### src/rtl/apb_bridge_pkg.sv
// Shared types and helpers for the multi-slave host-to-APB bridge.
// Holds the FSM state encoding, the host bus widths and the slave-index extraction.
package apb_bridge_pkg;

   localparam int HOST_AW = 32;
   localparam int DW      = 32;
   localparam int STRB_W  = 4;

   typedef enum logic [1:0] {
      IDLE   = 2'd0,
      SETUP  = 2'd1,
      ACCESS = 2'd2,
      RESP   = 2'd3
   } state_e;

   function automatic int unsigned slv_index(input logic [HOST_AW-1:0] addr,
                                              input int unsigned        slv_addr_w,
                                              input int unsigned        idx_w);
      return (addr >> slv_addr_w) & ((32'd1 << idx_w) - 32'd1);
   endfunction

endpackage

### src/rtl/apb_addr_decode.sv
// Combinational window decode: hit when the tag above the slave index matches BASE_ADDR.
// Zero latency, no flow control; the bridge FSM samples hit/idx in IDLE.
module apb_addr_decode
   import apb_bridge_pkg::*;
#(
   parameter int          NUM_SLV    = 8,
   parameter int          SLV_ADDR_W = 12,
   parameter logic [31:0] BASE_ADDR  = 32'h1000_0000,
   localparam int         IDX_W      = $clog2(NUM_SLV)
) (
   input  logic [HOST_AW-1:0] host_addr,
   output logic               hit,
   output logic [IDX_W-1:0]   idx
);

   localparam int TAG_LSB = SLV_ADDR_W + IDX_W;

   always_comb begin
      hit = (host_addr[HOST_AW-1:TAG_LSB] == BASE_ADDR[HOST_AW-1:TAG_LSB]);
      idx = IDX_W'(slv_index(host_addr, SLV_ADDR_W, IDX_W));
   end

endmodule

### src/rtl/apb_bridge_nslv.sv
// Host valid/ready to APB3/APB4 bridge over NUM_SLV decoded slaves; optional timeout via APB_BRIDGE_TIMEOUT_EN.
// host_ready at +3+waits after the sampling edge (+1 on decode miss); host waits by holding valid, slaves stall via pready.
module apb_bridge_nslv
   import apb_bridge_pkg::*;
#(
   parameter int          NUM_SLV     = 8,
   parameter int          SLV_ADDR_W  = 12,
   parameter int          PADDR_W     = 16,
   parameter logic [31:0] BASE_ADDR   = 32'h1000_0000,
   parameter int          TIMEOUT_CYC = 256
) (
   input  logic                  sys_clk,
   input  logic                  rst,
   input  logic                  host_valid,
   output logic                  host_ready,
   input  logic [HOST_AW-1:0]    host_addr,
   input  logic [DW-1:0]         host_wdata,
   input  logic [STRB_W-1:0]     host_wstrb,
   output logic [DW-1:0]         host_rdata,
   output logic                  host_err,
   output logic [PADDR_W-1:0]    apb_paddr,
   output logic                  apb_pwrite,
   output logic [NUM_SLV-1:0]    apb_psel,
   output logic                  apb_penable,
   output logic [STRB_W-1:0]     apb_pstrb,
   output logic [DW-1:0]         apb_pwdata,
   input  logic [DW*NUM_SLV-1:0] apb_prdata,
   input  logic [NUM_SLV-1:0]    apb_pready,
   input  logic [NUM_SLV-1:0]    apb_pslverr
);

   localparam int IDX_W = $clog2(NUM_SLV);

   if (PADDR_W < SLV_ADDR_W + IDX_W || TIMEOUT_CYC < 2 || NUM_SLV < 2) begin : g_param_err
      $error("apb_bridge_nslv: illegal parameter combination");
   end

   state_e               state_q, state_d;
   logic                 host_ready_q, host_ready_d;
   logic                 host_err_q, host_err_d;
   logic [DW-1:0]        host_rdata_q, host_rdata_d;
   logic [PADDR_W-1:0]   paddr_q, paddr_d;
   logic                 pwrite_q, pwrite_d;
   logic [NUM_SLV-1:0]   psel_q, psel_d;
   logic                 penable_q, penable_d;
   logic [STRB_W-1:0]    pstrb_q, pstrb_d;
   logic [DW-1:0]        pwdata_q, pwdata_d;
   logic [IDX_W-1:0]     idx_q, idx_d;

   logic                 dec_hit;
   logic [IDX_W-1:0]     dec_idx;
   logic [NUM_SLV-1:0][DW-1:0] prdata_arr;
   logic                 sel_ready, sel_err, tmo_hit;

   apb_addr_decode #(
      .NUM_SLV    (NUM_SLV),
      .SLV_ADDR_W (SLV_ADDR_W),
      .BASE_ADDR  (BASE_ADDR)
   ) u_dec (
      .host_addr (host_addr),
      .hit       (dec_hit),
      .idx       (dec_idx)
   );

   // Only the addressed slave's handshake is observed; the others are don't-care.
   assign prdata_arr = apb_prdata;
   assign sel_ready  = apb_pready[idx_q];
   assign sel_err    = apb_pslverr[idx_q];

`ifdef APB_BRIDGE_TIMEOUT_EN
   localparam int TMO_W = $clog2(TIMEOUT_CYC);
   logic [TMO_W-1:0] tmo_cnt_q, tmo_cnt_d;

   always_comb begin
      tmo_cnt_d = tmo_cnt_q;
      if (state_q == SETUP) begin
         tmo_cnt_d = '0;
      end else if (state_q == ACCESS && !sel_ready) begin
         tmo_cnt_d = tmo_cnt_q + TMO_W'(1);
      end
   end

   // A ready on the limit cycle takes priority because ACCESS checks sel_ready first.
   assign tmo_hit = (state_q == ACCESS) && !sel_ready &&
                    (tmo_cnt_q == TMO_W'(TIMEOUT_CYC - 1));

   always_ff @(posedge sys_clk) begin
      if (rst) tmo_cnt_q <= '0;
      else     tmo_cnt_q <= tmo_cnt_d;
   end
`else
   assign tmo_hit = 1'b0;
`endif

   always_comb begin
      state_d      = state_q;
      host_ready_d = 1'b0;
      host_err_d   = host_err_q;
      host_rdata_d = host_rdata_q;
      paddr_d      = paddr_q;
      pwrite_d     = pwrite_q;
      psel_d       = psel_q;
      penable_d    = penable_q;
      pstrb_d      = pstrb_q;
      pwdata_d     = pwdata_q;
      idx_d        = idx_q;
      case (state_q)
         IDLE: begin
            if (host_valid) begin
               if (dec_hit) begin
                  paddr_d         = host_addr[PADDR_W-1:0];
                  pwdata_d        = host_wdata;
                  pstrb_d         = host_wstrb;
                  pwrite_d        = |host_wstrb;
                  idx_d           = dec_idx;
                  psel_d          = '0;
                  psel_d[dec_idx] = 1'b1;
                  penable_d       = 1'b0;
                  state_d         = SETUP;
               end else begin
                  host_ready_d = 1'b1;
                  host_err_d   = 1'b1;
                  host_rdata_d = '0;
                  state_d      = RESP;
               end
            end
         end
         SETUP: begin
            penable_d = 1'b1;
            state_d   = ACCESS;
         end
         ACCESS: begin
            if (sel_ready) begin
               host_rdata_d = pwrite_q ? '0 : prdata_arr[idx_q];
               host_err_d   = sel_err;
               host_ready_d = 1'b1;
               psel_d       = '0;
               penable_d    = 1'b0;
               state_d      = RESP;
            end else if (tmo_hit) begin
               host_rdata_d = '0;
               host_err_d   = 1'b1;
               host_ready_d = 1'b1;
               psel_d       = '0;
               penable_d    = 1'b0;
               state_d      = RESP;
            end
         end
         RESP: begin
            state_d = IDLE;
         end
         default: begin
            state_d = IDLE;
         end
      endcase
   end

   always_ff @(posedge sys_clk) begin
      if (rst) begin
         state_q      <= IDLE;
         host_ready_q <= 1'b0;
         host_err_q   <= 1'b0;
         host_rdata_q <= '0;
         paddr_q      <= '0;
         pwrite_q     <= 1'b0;
         psel_q       <= '0;
         penable_q    <= 1'b0;
         pstrb_q      <= '0;
         pwdata_q     <= '0;
         idx_q        <= '0;
      end else begin
         state_q      <= state_d;
         host_ready_q <= host_ready_d;
         host_err_q   <= host_err_d;
         host_rdata_q <= host_rdata_d;
         paddr_q      <= paddr_d;
         pwrite_q     <= pwrite_d;
         psel_q       <= psel_d;
         penable_q    <= penable_d;
         pstrb_q      <= pstrb_d;
         pwdata_q     <= pwdata_d;
         idx_q        <= idx_d;
      end
   end

   assign host_ready  = host_ready_q;
   assign host_err    = host_err_q;
   assign host_rdata  = host_rdata_q;
   assign apb_paddr   = paddr_q;
   assign apb_pwrite  = pwrite_q;
   assign apb_psel    = psel_q;
   assign apb_penable = penable_q;
   assign apb_pstrb   = pstrb_q;
   assign apb_pwdata  = pwdata_q;

endmodule

### config.mk
export PLATFORM = sky130hd
export DESIGN_NAME = apb_bridge_nslv
export DESIGN_NICKNAME = d
export VERILOG_FILES = /design/src/rtl/apb_bridge_pkg.sv /design/src/rtl/apb_addr_decode.sv /design/src/rtl/apb_bridge_nslv.sv
export SDC_FILE = /design/constraint.sdc
export NUM_CORES = 1
export LEC_CHECK = 0
export CAP_MARGIN = 40
export CORE_AREA = 10 10 162 164
export CTS_CLUSTER_SIZE = 14
export DETAILED_ROUTE_END_ITERATION = 16
export DIE_AREA = 0 0 172 174
export GPL_ROUTABILITY_DRIVEN = 0
export PLACE_DENSITY_LB_ADDON = 0.12
export SYNTH_ARGS = -nofsm -noshare
export SYNTH_HDL_FRONTEND = slang
export SYNTH_SLANG_ARGS = --single-unit
### constraint.sdc
create_clock -name sys_clk -period 2.5 [get_ports sys_clk]
set_clock_uncertainty 0.15 [all_clocks]
set_input_delay 0.25 -clock sys_clk [delete_from_list [all_inputs] [get_ports sys_clk]]
set_output_delay 0.25 -clock sys_clk [all_outputs]
set_load 0.01 [all_outputs]
==> flow_summary.yaml <==
timing:
  final.min_clock_period_ps: 2230
  setup_viol: 0
  fmax_ghz: 0.449
  slew-limit-headroom_pct: 62.4
  tightest_slew_ps: 564
  setup_slack_ps: 274
  maxSlewViolCount: 0
  finalHoldViolCount: 0
  finalCritPeriodShare_pct: 89.0
  rsz0062_at_grt: "no"
  finalSetupTns_ps: 0
layout:
  areaGrowthSynthToFinish_pct: 86.1
  post-route-util_pct: 47.8
  layout_common_cells: "437 x clkdlybuf4s50_1, 143 x nand2_1, 95 x dfxtp_1"
  seq_area_sq_um: 1970
  layout-drive-gt1-share_pct: 14.6
  nFillCells: 2209
  fin_nets: 1349
  multi_input_area_sq_um: 3760
  final_common_cell: "clkdlybuf4s50_1"
worst_setup_path:
  r2r_setup_slack_ps: 310
  required_ps: 2100
  timing.rr.start: "apb_paddr[12]"
  crit_path_start_kind: "flop"
  end_kind: "output pin"
  crit_buf_inv: 2
  slowest_stage: "clkdlybuf4s50_1"
  worstPathCellList: "buf_4 > clkdlybuf4s50_1"
  path_delay_family: "buffers and inverters"
  r2r_end: "host_rdata[20]"
  crit_arrival_ps: 1830
  reg2regPathDepth: 6
  slowest_delay_ps: 640
  critPathKind: "flop to output pin"
  crit_fanout: 33
yosys:
  synth_top_area_share_pct: 33.1
  synth_nets: 930
  syn-instance-count: 583
  netlist_area_sq_um: 5930
  ys_ff_latch: 98
  synth.area.top_cells: "dfxtp_1 33%, mux4_2 25%, nand2_1 9.0%, mux2i_1 7.8%, mux2_2 6.3%"
  seq_area_frac_synth_pct: 33.1
  syn_area_per_cell_sq_um: 10.2
  synth_area_leader_cell: "dfxtp_1"
  synth_cell_types: 34
  yosysWarnings: 0
outcome:
  status: "finished clean"
flow_run:
  drv_cap: 0
cts:
  cts_buffer_depth: 2
  cts_buffers: 9
  cts.clk_slew.worst_paths_ps: 80
  ctsHoldBuffers: 0
  cts_tree: "done"
  root_buffer: "clkbuf_16"
  clk_latency_ps: 350
  clock_sinks: 98
  cts_resized: 0
  cts_setup_buffers: 0
  cts_htree_levels: 3
grt:
  grt.overflow.total: 0
  grt_pass1_wl_um: 45700
  track_usage_pct: 20.5
  antenna_found_initial: 4
  grt_max_degree: 58
  grt_pass1_vias: 6748
floorplan:
  rows: 56
  start_util_pct: 25.7
  dieArea_sq_um: 29900
  core_area_sq_um: 23100
  io-pin-count: 439
  die_h_um: 174
  die_w_um: 172
hold_path:
  hold-path-endpoint: "apb_pwdata[0]"
  holdPathStages: 2
  hp-start: "rst"
  min_path_type: "primary input to flop"
placed_design:
  pre_cts_slack_ps: 45.6
  post-dp-hpwl_um: 26100
  io_buffers: 438
route:
  ant_nets: 0
  wl_um: 31700
  num_vias: 6169
  viasPerCell: 4.74
  drtIter0Drc: 315
  firstDrtPassIters: 4
  wl_per_cell_um: 24.3
  drc_errors: 0
pwr:
  power.density_nw_per_um2: 482
  leakage_nw: 3.78
  p_total_w: 0.00532
  irDropWorstVdd_mv: 0.417
[worst max path at each step]
| stage | start | end | slack (ps) | cells after the start |
|---|---|---|---|---|
| after floorplan | apb_paddr[12] | host_rdata[10] | 310 | 7 |
| after global placement | host_addr[19] | apb_psel[3] | 60 | 6 |
| after detailed placement | host_addr[19] | apb_psel[0] | 50 | 6 |
| after CTS | apb_paddr[13] | apb_paddr[13] | 240 | 2 |
| after global routing | apb_paddr[13] | apb_paddr[13] | 200 | 2 |
| final | apb_paddr[13] | apb_paddr[13] | 270 | 2 |
[logic make-up after synthesis]
| group | share of synthesized area, % |
|---|---|
| flip-flops | 33.1 |
| adder cells (fa/ha/maj) | 0.844 |
| buffers and inverters | 3.86 |
| AND/OR/NAND/NOR | 17.5 |
| AO/OA/AOI/OAI | 5.65 |
| multiplexers | 39.1 |
[cells in the mapped netlist]
| cell type | n |
|---|---|
| mux4_2 | 66 |
| a31oi_1 | 2 |
| nand3_1 | 6 |
| buf_4 | 4 |
| and4_4 | 1 |
| clkbuf_1 | 35 |
| inv_1 | 3 |
| a21oi_1 | 56 |
| nor3_1 | 3 |
| nand2b_1 | 43 |
| a41oi_1 | 1 |
| nand2_1 | 143 |
| ha_1 | 4 |
| buf_6 | 1 |
| and4_1 | 1 |
| or4_4 | 1 |
| mux2i_1 | 46 |
| or3_1 | 1 |
| a41o_1 | 1 |
| nor3b_4 | 1 |
| nand3b_1 | 2 |
| buf_2 | 9 |
| nor4_1 | 4 |
| mux2_2 | 33 |
| and2b_2 | 1 |
| dfxtp_1 | 98 |
| o21ai_0 | 1 |
| nor2_1 | 7 |
| nor2b_1 | 3 |
| nor4_2 | 1 |
| a21boi_2 | 1 |
| a211oi_1 | 1 |
| nor3_2 | 1 |
| nor3b_1 | 2 |
[flip-flops by register name (all words and copies together), names as in the netlist]
| name | cells |
|---|---|
| apb_pstrb | 4 |
| apb_pwrite | 1 |
| host_rdata | 32 |
| host_ready | 1 |
| apb_paddr | 16 |
| host_err | 1 |
| state_q | 2 |
| apb_pwdata | 32 |
| apb_psel | 8 |
| apb_penable | 1 |
[layout make-up]
cell class	instances	share of cell area (%)
clock buffer	9	2.04
antenna	4	0.0906
multi-input combinational	433	34.0
timing repair buffer	457	41.8
sequential	98	17.8
clock inverter	7	0.872
tap	290	3.29
inverter	3	0.102
[stage by stage]
stage / cells / area, sq um / hold slack (ps)
2_1_floorplan: 583 / 5930 / 240
3_3_place_gp: 1281 / 10700 / 286
3_5_place_dp: 1281 / 10700 / 293
4_1_cts: 1297 / 11000 / 255
5_1_grt: 1301 / 11000 / 274
6_report: 1301 / 11000 / 241
[power breakdown]
part           total, W  internal (W)  leakage (nW)  switching, W
Sequential      0.00176       0.00168         0.793     0.0000774
Combinational   0.00204       0.00120          2.83      0.000844
Clock           0.00152      0.000809         0.154      0.000710
[per-layer routing]
metal	global-route usage (%)	up-vias	share of wire (%)
met5	0	-	0
met4	7.94	0	2.7
met3	8.18	34	11
met2	34.6	271	49
met1	22.5	2926	38
li1	-	2938	-
(Power assumes the default switching activity.)
